$ cat src/rtl/localization_sequencer_if.sv
// Handshake bundle between the localization sequencer and its sources, binner and result sink.
// The slave modport is the sequencer's view; master is the environment driving it.
interface localization_sequencer_if #(
  parameter int unsigned DATA_WIDTH = 32,
  parameter int unsigned NUM_SRC    = 4
);
  localparam int unsigned SrcWidth = $clog2(NUM_SRC);

  logic                              start_in;
  logic [NUM_SRC-1:0]                req_valid_in;
  logic [NUM_SRC*DATA_WIDTH-1:0]     req_direction_in;
  logic [NUM_SRC*DATA_WIDTH/2-1:0]   req_magnitude_in;
  logic [NUM_SRC-1:0]                req_ready_out;
  logic                              binner_rst_out;
  logic                              dir_valid_out;
  logic [DATA_WIDTH-1:0]             dir_out;
  logic [DATA_WIDTH/2-1:0]           mag_out;
  logic                              binner_ready_in;
  logic [4:0]                        bin_in;
  logic                              bin_valid_in;
  logic                              binner_tready_out;
  logic [4:0]                        result_bin_out;
  logic [SrcWidth-1:0]               result_src_out;
  logic                              result_valid_out;
  logic                              result_ready_in;
  logic                              busy_out;
  logic                              timeout_out;

  modport slave (
    input  start_in, req_valid_in, req_direction_in, req_magnitude_in, binner_ready_in,
    input  bin_in, bin_valid_in, result_ready_in,
    output req_ready_out, binner_rst_out, dir_valid_out, dir_out, mag_out, binner_tready_out,
    output result_bin_out, result_src_out, result_valid_out, busy_out, timeout_out
  );

  modport master (
    output start_in, req_valid_in, req_direction_in, req_magnitude_in, binner_ready_in,
    output bin_in, bin_valid_in, result_ready_in,
    input  req_ready_out, binner_rst_out, dir_valid_out, dir_out, mag_out, binner_tready_out,
    input  result_bin_out, result_src_out, result_valid_out, busy_out, timeout_out
  );
endinterface

$ cat src/rtl/localization_sequencer.sv
// Runs one localization window on the shared direction binner: clear, round-robin feed of
// QUANTITY samples, wait for the winning bin, hand it downstream; times out a stalled binner.
module localization_sequencer #(
  parameter int unsigned DATA_WIDTH     = 32,
  parameter int unsigned QUANTITY       = 199,
  parameter int unsigned NUM_SRC        = 4,
  parameter int unsigned TIMEOUT_CYCLES = 4096
) (
  input logic                     clk_in,
  input logic                     rst_n_in,
  localization_sequencer_if.slave bus
);
  localparam int unsigned MagWidth  = DATA_WIDTH / 2;
  localparam int unsigned SrcWidth  = $clog2(NUM_SRC);
  localparam int unsigned CntWidth  = $clog2(QUANTITY + 1);
  localparam int unsigned WaitWidth = $clog2(TIMEOUT_CYCLES + 1);
  localparam logic [SrcWidth:0]    NumSrcW = (SrcWidth + 1)'(NUM_SRC);
  localparam logic [SrcWidth-1:0]  LastSrc = SrcWidth'(NUM_SRC - 1);
  localparam logic [CntWidth-1:0]  Quota   = CntWidth'(QUANTITY);
  localparam logic [WaitWidth-1:0] WaitEnd = WaitWidth'(TIMEOUT_CYCLES - 1);
  localparam logic [WaitWidth-1:0] WaitMax = {WaitWidth{1'b1}};

  typedef enum logic [2:0] {StIdle, StClear, StFeed, StDrain, StHold, StFlush} state_e;

  state_e                state_q;
  logic [SrcWidth-1:0]   ptr_q;
  logic [CntWidth-1:0]   admitted_q;
  logic [CntWidth-1:0]   src_cnt_q [NUM_SRC];
  logic [WaitWidth-1:0]  wait_q;
  logic                  clr_cnt_q;
  logic                  binner_rst_q;
  logic                  dir_valid_q;
  logic [DATA_WIDTH-1:0] dir_q;
  logic [MagWidth-1:0]   mag_q;
  logic                  tready_q;
  logic [4:0]            result_bin_q;
  logic [SrcWidth-1:0]   result_src_q;
  logic                  result_valid_q;
  logic                  timeout_q;

  logic [DATA_WIDTH-1:0] req_dir [NUM_SRC];
  logic [MagWidth-1:0]   req_mag [NUM_SRC];

  for (genvar g = 0; g < NUM_SRC; g++) begin : gen_unpack
    assign req_dir[g] = bus.req_direction_in[g*DATA_WIDTH +: DATA_WIDTH];
    assign req_mag[g] = bus.req_magnitude_in[g*MagWidth +: MagWidth];
  end

  // Round-robin search: first valid source at or after the pointer.
  logic [SrcWidth:0]   rr_sum;
  logic [SrcWidth-1:0] rr_idx;
  logic                grant_found;
  logic [SrcWidth-1:0] grant_idx;

  always_comb begin
    rr_sum      = '0;
    rr_idx      = '0;
    grant_found = 1'b0;
    grant_idx   = '0;
    for (int unsigned k = 0; k < NUM_SRC; k++) begin
      rr_sum = {1'b0, ptr_q} + (SrcWidth + 1)'(k);
      if (rr_sum >= NumSrcW) rr_sum = rr_sum - NumSrcW;
      rr_idx = rr_sum[SrcWidth-1:0];
      if (!grant_found && bus.req_valid_in[rr_idx]) begin
        grant_found = 1'b1;
        grant_idx   = rr_idx;
      end
    end
  end

  // The output stage can take a new beat if empty or if its current beat leaves this cycle.
  logic stage_free;
  logic grant_en;
  assign stage_free = !dir_valid_q || bus.binner_ready_in;
  assign grant_en   = (state_q == StFeed) && (admitted_q < Quota) && stage_free && grant_found;

  always_comb begin
    bus.req_ready_out = '0;
    if (grant_en) bus.req_ready_out[grant_idx] = 1'b1;
  end

  // Busiest source of the window; strict compare keeps the lowest index on a tie.
  logic [SrcWidth-1:0] best_idx;
  logic [CntWidth-1:0] best_cnt;

  always_comb begin
    best_idx = '0;
    best_cnt = src_cnt_q[0];
    for (int unsigned k = 1; k < NUM_SRC; k++) begin
      if (src_cnt_q[k] > best_cnt) begin
        best_cnt = src_cnt_q[k];
        best_idx = SrcWidth'(k);
      end
    end
  end

  always_ff @(posedge clk_in or negedge rst_n_in) begin
    if (!rst_n_in) begin
      state_q        <= StIdle;
      ptr_q          <= '0;
      admitted_q     <= '0;
      for (int unsigned k = 0; k < NUM_SRC; k++) src_cnt_q[k] <= '0;
      wait_q         <= '0;
      clr_cnt_q      <= 1'b0;
      binner_rst_q   <= 1'b0;
      dir_valid_q    <= 1'b0;
      dir_q          <= '0;
      mag_q          <= '0;
      tready_q       <= 1'b0;
      result_bin_q   <= '0;
      result_src_q   <= '0;
      result_valid_q <= 1'b0;
      timeout_q      <= 1'b0;
    end else begin
      timeout_q <= 1'b0;
      case (state_q)
        StIdle: begin
          if (bus.start_in) begin
            state_q      <= StClear;
            binner_rst_q <= 1'b1;
            clr_cnt_q    <= 1'b0;
          end
        end
        StClear: begin
          admitted_q <= '0;
          for (int unsigned k = 0; k < NUM_SRC; k++) src_cnt_q[k] <= '0;
          clr_cnt_q <= 1'b1;
          if (clr_cnt_q) begin
            binner_rst_q <= 1'b0;
            state_q      <= StFeed;
          end
        end
        StFeed: begin
          if (grant_en) begin
            dir_valid_q          <= 1'b1;
            dir_q                <= req_dir[grant_idx];
            mag_q                <= req_mag[grant_idx];
            admitted_q           <= admitted_q + CntWidth'(1);
            src_cnt_q[grant_idx] <= src_cnt_q[grant_idx] + CntWidth'(1);
            ptr_q                <= (grant_idx == LastSrc) ? '0 : grant_idx + SrcWidth'(1);
          end else if (dir_valid_q && bus.binner_ready_in) begin
            dir_valid_q <= 1'b0;
          end
          if ((admitted_q == Quota) && stage_free) begin
            state_q  <= StDrain;
            tready_q <= 1'b1;
            wait_q   <= '0;
          end
        end
        StDrain: begin
          if (bus.bin_valid_in) begin
            result_bin_q   <= bus.bin_in;
            result_src_q   <= best_idx;
            result_valid_q <= 1'b1;
            tready_q       <= 1'b0;
            state_q        <= StHold;
          end else if (wait_q >= WaitEnd) begin
            timeout_q    <= 1'b1;
            binner_rst_q <= 1'b1;
            clr_cnt_q    <= 1'b0;
            tready_q     <= 1'b0;
            state_q      <= StFlush;
          end else if (wait_q != WaitMax) begin
            wait_q <= wait_q + WaitWidth'(1);
          end
        end
        StHold: begin
          if (bus.result_ready_in) begin
            result_valid_q <= 1'b0;
            state_q        <= StIdle;
          end
        end
        StFlush: begin
          clr_cnt_q <= 1'b1;
          if (clr_cnt_q) begin
            binner_rst_q <= 1'b0;
            state_q      <= StIdle;
          end
        end
        default: state_q <= StIdle;
      endcase
    end
  end

  assign bus.binner_rst_out    = binner_rst_q;
  assign bus.dir_valid_out     = dir_valid_q;
  assign bus.dir_out           = dir_q;
  assign bus.mag_out           = mag_q;
  assign bus.binner_tready_out = tready_q;
  assign bus.result_bin_out    = result_bin_q;
  assign bus.result_src_out    = result_src_q;
  assign bus.result_valid_out  = result_valid_q;
  assign bus.busy_out          = (state_q != StIdle);
  assign bus.timeout_out       = timeout_q;
endmodule

$ cat src/flat_wrapper.sv
// flat-port wrapper written by rule: the top's interface ports become plain ports
module localization_sequencer_flat 
#(
  parameter int unsigned DATA_WIDTH     = 32,
  parameter int unsigned QUANTITY       = 199,
  parameter int unsigned NUM_SRC        = 4,
  parameter int unsigned TIMEOUT_CYCLES = 4096
)
  (clk_in, rst_n_in, bus_start_in, bus_req_valid_in, bus_req_direction_in, bus_req_magnitude_in, bus_binner_ready_in, bus_bin_in, bus_bin_valid_in, bus_result_ready_in, bus_req_ready_out, bus_binner_rst_out, bus_dir_valid_out, bus_dir_out, bus_mag_out, bus_binner_tready_out, bus_result_bin_out, bus_result_src_out, bus_result_valid_out, bus_busy_out, bus_timeout_out);
  localization_sequencer_if #(.DATA_WIDTH(DATA_WIDTH), .NUM_SRC(NUM_SRC)) bus_i ();
  input logic clk_in;
  input logic rst_n_in;
  input wire logic [$bits(bus_i.start_in)-1:0] bus_start_in;
  input wire logic [$bits(bus_i.req_valid_in)-1:0] bus_req_valid_in;
  input wire logic [$bits(bus_i.req_direction_in)-1:0] bus_req_direction_in;
  input wire logic [$bits(bus_i.req_magnitude_in)-1:0] bus_req_magnitude_in;
  input wire logic [$bits(bus_i.binner_ready_in)-1:0] bus_binner_ready_in;
  input wire logic [$bits(bus_i.bin_in)-1:0] bus_bin_in;
  input wire logic [$bits(bus_i.bin_valid_in)-1:0] bus_bin_valid_in;
  input wire logic [$bits(bus_i.result_ready_in)-1:0] bus_result_ready_in;
  output wire logic [$bits(bus_i.req_ready_out)-1:0] bus_req_ready_out;
  output wire logic [$bits(bus_i.binner_rst_out)-1:0] bus_binner_rst_out;
  output wire logic [$bits(bus_i.dir_valid_out)-1:0] bus_dir_valid_out;
  output wire logic [$bits(bus_i.dir_out)-1:0] bus_dir_out;
  output wire logic [$bits(bus_i.mag_out)-1:0] bus_mag_out;
  output wire logic [$bits(bus_i.binner_tready_out)-1:0] bus_binner_tready_out;
  output wire logic [$bits(bus_i.result_bin_out)-1:0] bus_result_bin_out;
  output wire logic [$bits(bus_i.result_src_out)-1:0] bus_result_src_out;
  output wire logic [$bits(bus_i.result_valid_out)-1:0] bus_result_valid_out;
  output wire logic [$bits(bus_i.busy_out)-1:0] bus_busy_out;
  output wire logic [$bits(bus_i.timeout_out)-1:0] bus_timeout_out;
  assign bus_i.start_in = bus_start_in;
  assign bus_i.req_valid_in = bus_req_valid_in;
  assign bus_i.req_direction_in = bus_req_direction_in;
  assign bus_i.req_magnitude_in = bus_req_magnitude_in;
  assign bus_i.binner_ready_in = bus_binner_ready_in;
  assign bus_i.bin_in = bus_bin_in;
  assign bus_i.bin_valid_in = bus_bin_valid_in;
  assign bus_i.result_ready_in = bus_result_ready_in;
  assign bus_req_ready_out = bus_i.req_ready_out;
  assign bus_binner_rst_out = bus_i.binner_rst_out;
  assign bus_dir_valid_out = bus_i.dir_valid_out;
  assign bus_dir_out = bus_i.dir_out;
  assign bus_mag_out = bus_i.mag_out;
  assign bus_binner_tready_out = bus_i.binner_tready_out;
  assign bus_result_bin_out = bus_i.result_bin_out;
  assign bus_result_src_out = bus_i.result_src_out;
  assign bus_result_valid_out = bus_i.result_valid_out;
  assign bus_busy_out = bus_i.busy_out;
  assign bus_timeout_out = bus_i.timeout_out;
  localization_sequencer #(.DATA_WIDTH(DATA_WIDTH), .QUANTITY(QUANTITY), .NUM_SRC(NUM_SRC), .TIMEOUT_CYCLES(TIMEOUT_CYCLES)) u_core (.clk_in(clk_in), .rst_n_in(rst_n_in), .bus(bus_i));
endmodule
$ cat config.mk
export PLATFORM = sky130hd
export DESIGN_NAME = localization_sequencer_flat
export DESIGN_NICKNAME = d
export VERILOG_FILES = /design/src/rtl/localization_sequencer_if.sv /design/src/rtl/localization_sequencer.sv /design/src/flat_wrapper.sv
export SDC_FILE = /design/constraint.sdc
export NUM_CORES = 1
export LEC_CHECK = 0
export BUFFER_PORTS_ARGS = -buffer_cell sky130_fd_sc_hd__buf_4
export CAP_MARGIN = 20
export CORE_ASPECT_RATIO = 1.2
export CORE_MARGIN = 1
export CORE_UTILIZATION = 56
export CTS_BUF_LIST = sky130_fd_sc_hd__clkbuf_8
export CTS_CLUSTER_DIAMETER = 120
export DETAILED_ROUTE_END_ITERATION = 6
export GPL_ROUTABILITY_DRIVEN = 0
export PLACE_DENSITY_LB_ADDON = 0.3
export SYNTH_ARGS = -nofsm -noshare
export SYNTH_HDL_FRONTEND = slang
export SYNTH_SLANG_ARGS = --single-unit
$ cat constraint.sdc
create_clock -name clk_in -period 12 [get_ports clk_in]
set_clock_uncertainty 0.1 [all_clocks]
set_input_delay 1.2 -clock clk_in [delete_from_list [all_inputs] [get_ports clk_in]]
set_output_delay 1.2 -clock clk_in [all_outputs]
set_load 0.01 [all_outputs]
==> results.json <==
{
  "status": "finished, violations left",
  "violations": "design-rule violations",
  "grt_start_max_net_pins": 109,
  "antenna_found_initial": 0,
  "diodes": 0,
  "seqPwrFrac": 0.281,
  "p_switching_mw": 0.981,
  "timing.rr.start": "u_core.src_cnt_q[17]$_DFFE_PN0P_",
  "synth_flop_cell": "dfrtp_1",
  "final_layout_size_suffix_gt1_frac": 0.264,
  "vias": 7784,
  "wirelength_mm": 22.8,
  "ctsHoldBuffers": 0,
  "detail_route.iter0.violations": 479,
  "power_leakage_nw": 5.11,
  "cts-htree-levels": 4,
  "drt_pass1_iterations": 7,
  "endpoint": "u_core.bus.result_src_out[1]$_DFFE_PN0P_",
  "syn-num-nets": 1235,
  "vdd_drop_max_uv": 170,
  "crit_path_max_fanout": 16,
  "async_flop_share": 1.00,
  "cts_buffer_depth": 2,
  "syn_inst": 997,
  "min_path_type": "reg -> reg",
  "powerDensity_nw_per_um2": 223,
  "period_share": 0.479,
  "syn-cell-area_um2": 7510,
  "yosys_warnings": 0,
  "pre_cts_ws_ps": 6440,
  "hpwl_mm": 16.7,
  "pwr-share-comb": 0.547,
  "post_drt_via_cell_ratio": 5.52,
  "fmax_mhz": 174,
  "yosysSeqAreaShare": 0.397,
  "crit_start": "u_core.src_cnt_q[17]$_DFFE_PN0P_",
  "power.share.switching": 0.440,
  "die_width_um": 108,
  "cap_viol_max_count": 0,
  "cts_tree": "yes",
  "num_rows": 46,
  "dieArea_um2": 13900,
  "cp-end-kind": "flop",
  "start_kind": "flop",
  "worstReg2RegEnd": "u_core.bus.result_src_out[1]$_DFFE_PN0P_",
  "max_slew.worst_pin.slew_ps": 998,
  "grtUsageTotal": 0.333,
  "p_total_mw": 2.23,
  "final_nets": 1467,
  "p_clk_frac": 0.172,
  "holdWs_ps": 381,
  "post_cts_buffers": 0,
  "initial_core_util": 0.572,
  "cp.required_ps": 12200,
  "dieHeight_um": 129,
  "avgSynthCellArea_um2": 7.53,
  "r2r_cells": 25,
  "clk_pin_slew_worst_paths_ps": 70,
  "grt_pass1_vias": 7304,
  "cts_inserted_buffers": 17,
  "synth-seq-cells": 119,
  "drcViolationCount": 1,
  "portBuffers": 271,
  "finalHoldViolCount": 0,
  "rsz0062_at_grt": "no",
  "cts_sinks": 119,
  "p_int_mw": 1.25,
  "clkLatencyLatePin_ps": 450,
  "core_um2": 13100,
  "syn_to_final_growth_pct": 33.0,
  "setup_tns_ps": 0,
  "grt-ovfl-total": 0,
  "ys_types": 52,
  "worst_slack_ps": 6250,
  "io_pins": 272,
  "ctsRootBufferMaster": "clkbuf_8",
  "period_needed_ps": 5750,
  "cts_resized": 0,
  "wl_per_cell_um": 16.1,
  "relSlewSlack": 0.335,
  "slew_viol_final": 0,
  "worst-setup-path-type": "reg -> reg",
  "ant_nets": 0,
  "r2r_slack_ps": 6250,
  "grt_pass1_wl_mm": 35.5,
  "setup_viol": 0,
  "crit_arrival_ps": 5950,
  "synth-edff-count": 0
}
==> cells in the final DEF (no fill, tap or decap), types with 4 or more instances in the layout <==
cell type	instances
a21o_1	11
a21oi_1	20
a31oi_1	4
buf_4	275
clkbuf_8	18
clkinv_4	5
dfrtp_1	119
ha_1	31
inv_1	25
mux2_2	5
mux2i_1	15
nand2_1	332
nand2b_1	4
nand3_1	92
nand4_1	6
nor2_1	41
nor2b_1	10
nor3_1	9
o21a_1	8
o21ai_0	133
o21ai_1	8
o31ai_1	6
xnor2_1	9
xor2_1	8
==> power groups by stage <==
stage,Combinational (mW),Sequential [mW],Clock (mW)
after floorplan,0.756,0.652,0
after global placement,1.16,0.624,0
after detailed placement,1.20,0.630,0
after CTS,1.21,0.624,0.387
after global routing,1.36,0.642,0.406
final,1.22,0.626,0.384
==> sequential cells by signal, summed over array words and instances, names as in the netlist, 2 cells and up <==
name,cells
u_core.admitted_q,8
u_core.bus.dir_out,32
u_core.bus.mag_out,16
u_core.bus.result_bin_out,5
u_core.bus.result_src_out,2
u_core.ptr_q,2
u_core.src_cnt_q,32
u_core.state_q,3
u_core.wait_q,13
==> through the flow <==
| stage | std cells | cell area, um2 | utilization |
|---|---|---|---|
| floorplan | 997 | 7510 | - |
| global route | 1410 | 9990 | 0.761 |
| CTS | 1409 | 9970 | 0.760 |
| finish | 1410 | 9990 | 0.761 |
| detailed placement | 1377 | 9550 | 0.728 |
| global placement | 1377 | 9550 | 0.728 |
==> routing by layer <==
metal | global-route usage | wire (um)
met1 | 0.404 | 8970
met2 | 0.540 | 10900
met3 | 0.0892 | 1920
met4 | 0.181 | 969
met5 | 0 | 0
==> critical path, stage by stage (launching register included) <==
cell	delay (ps)
dfrtp_1	420
ha_1	320
nor2b_1	150
o21a_1	130
o21a_1	120
o21a_1	110
o21bai_1	70
a21oi_2	580
mux2i_1	360
ha_1	310
nor2b_1	140
o21a_1	160
o21a_1	170
o21a_1	170
o21bai_1	120
a22o_1	510
mux2_2	410
ha_1	290
nor2b_1	140
o21a_1	160
o21ai_0	140
nand2b_1	80
a21oi_1	150
o21ai_0	90
a21oi_1	170
a21oi_1	90
==> logic make-up after synthesis <==
group,Yosys count,synth area share
buffers and inverters,89,0.0467
DFF,119,0.397
adders and majority gates,31,0.0517
xor gates and xnor gates,17,0.0198
and+or+nand+nor,516,0.299
muxes,24,0.0385
AOI/OAI and AO/OA,201,0.148
==> cells in the mapped netlist, drive strengths merged, types with 2 or more instances <==
master,n,share of area
buf,10,0.0065
o21ai,141,0.094
mux4,3,0.0090
inv,26,0.014
clkbuf,53,0.026
o21a,8,0.0080
ha,31,0.052
a31oi,4,0.0033
nand2b,4,0.0033
or3,2,0.0017
and3,3,0.0025
dfrtp,119,0.40
mux2i,15,0.020
xor2,8,0.0093
nand3,92,0.061
mux2,6,0.0095
nand4,6,0.0050
xnor2,9,0.010
nor3,9,0.0060
o31ai,6,0.0060
nand2,332,0.17
a21oi,21,0.014
nand3b,2,0.0020
a21o,11,0.011
nor2,42,0.021
nor2b,10,0.0083
and2,2,0.0017
o21bai,2,0.0020
nor3b,2,0.0020
nor4,5,0.0098
==> worst min path at each step <==
stage | start | to | slack (ps) | cells after the start
6_report | u_core.bus.result_bin_out[2]$_DFFE_PN0P_ | u_core.bus.result_bin_out[2]$_DFFE_PN0P_ | 380 | 2
2_1_floorplan | u_core.clr_cnt_q$_DFFE_PN0P_ | u_core.clr_cnt_q$_DFFE_PN0P_ | 350 | 1
3_5_place_dp | u_core.bus.result_bin_out[2]$_DFFE_PN0P_ | u_core.bus.result_bin_out[2]$_DFFE_PN0P_ | 370 | 2
3_3_place_gp | u_core.clr_cnt_q$_DFFE_PN0P_ | u_core.clr_cnt_q$_DFFE_PN0P_ | 360 | 1
4_1_cts | u_core.bus.result_bin_out[2]$_DFFE_PN0P_ | u_core.bus.result_bin_out[2]$_DFFE_PN0P_ | 390 | 2
5_1_grt | u_core.bus.dir_out[18]$_DFFE_PN0P_ | u_core.bus.dir_out[18]$_DFFE_PN0P_ | 410 | 2
==> layout make-up <==
cell class / count / area (um2)
repair buffers: 276 / 2080
clock buffers: 18 / 248
fillers: 1020 / 3130
multi-input cells: 789 / 4200
flip-flops and latches: 119 / 2980
clock inverters: 14 / 175
inverters: 26 / 103
well taps: 168 / 210
No activity file was read; power rests on OpenSTA's default activity.
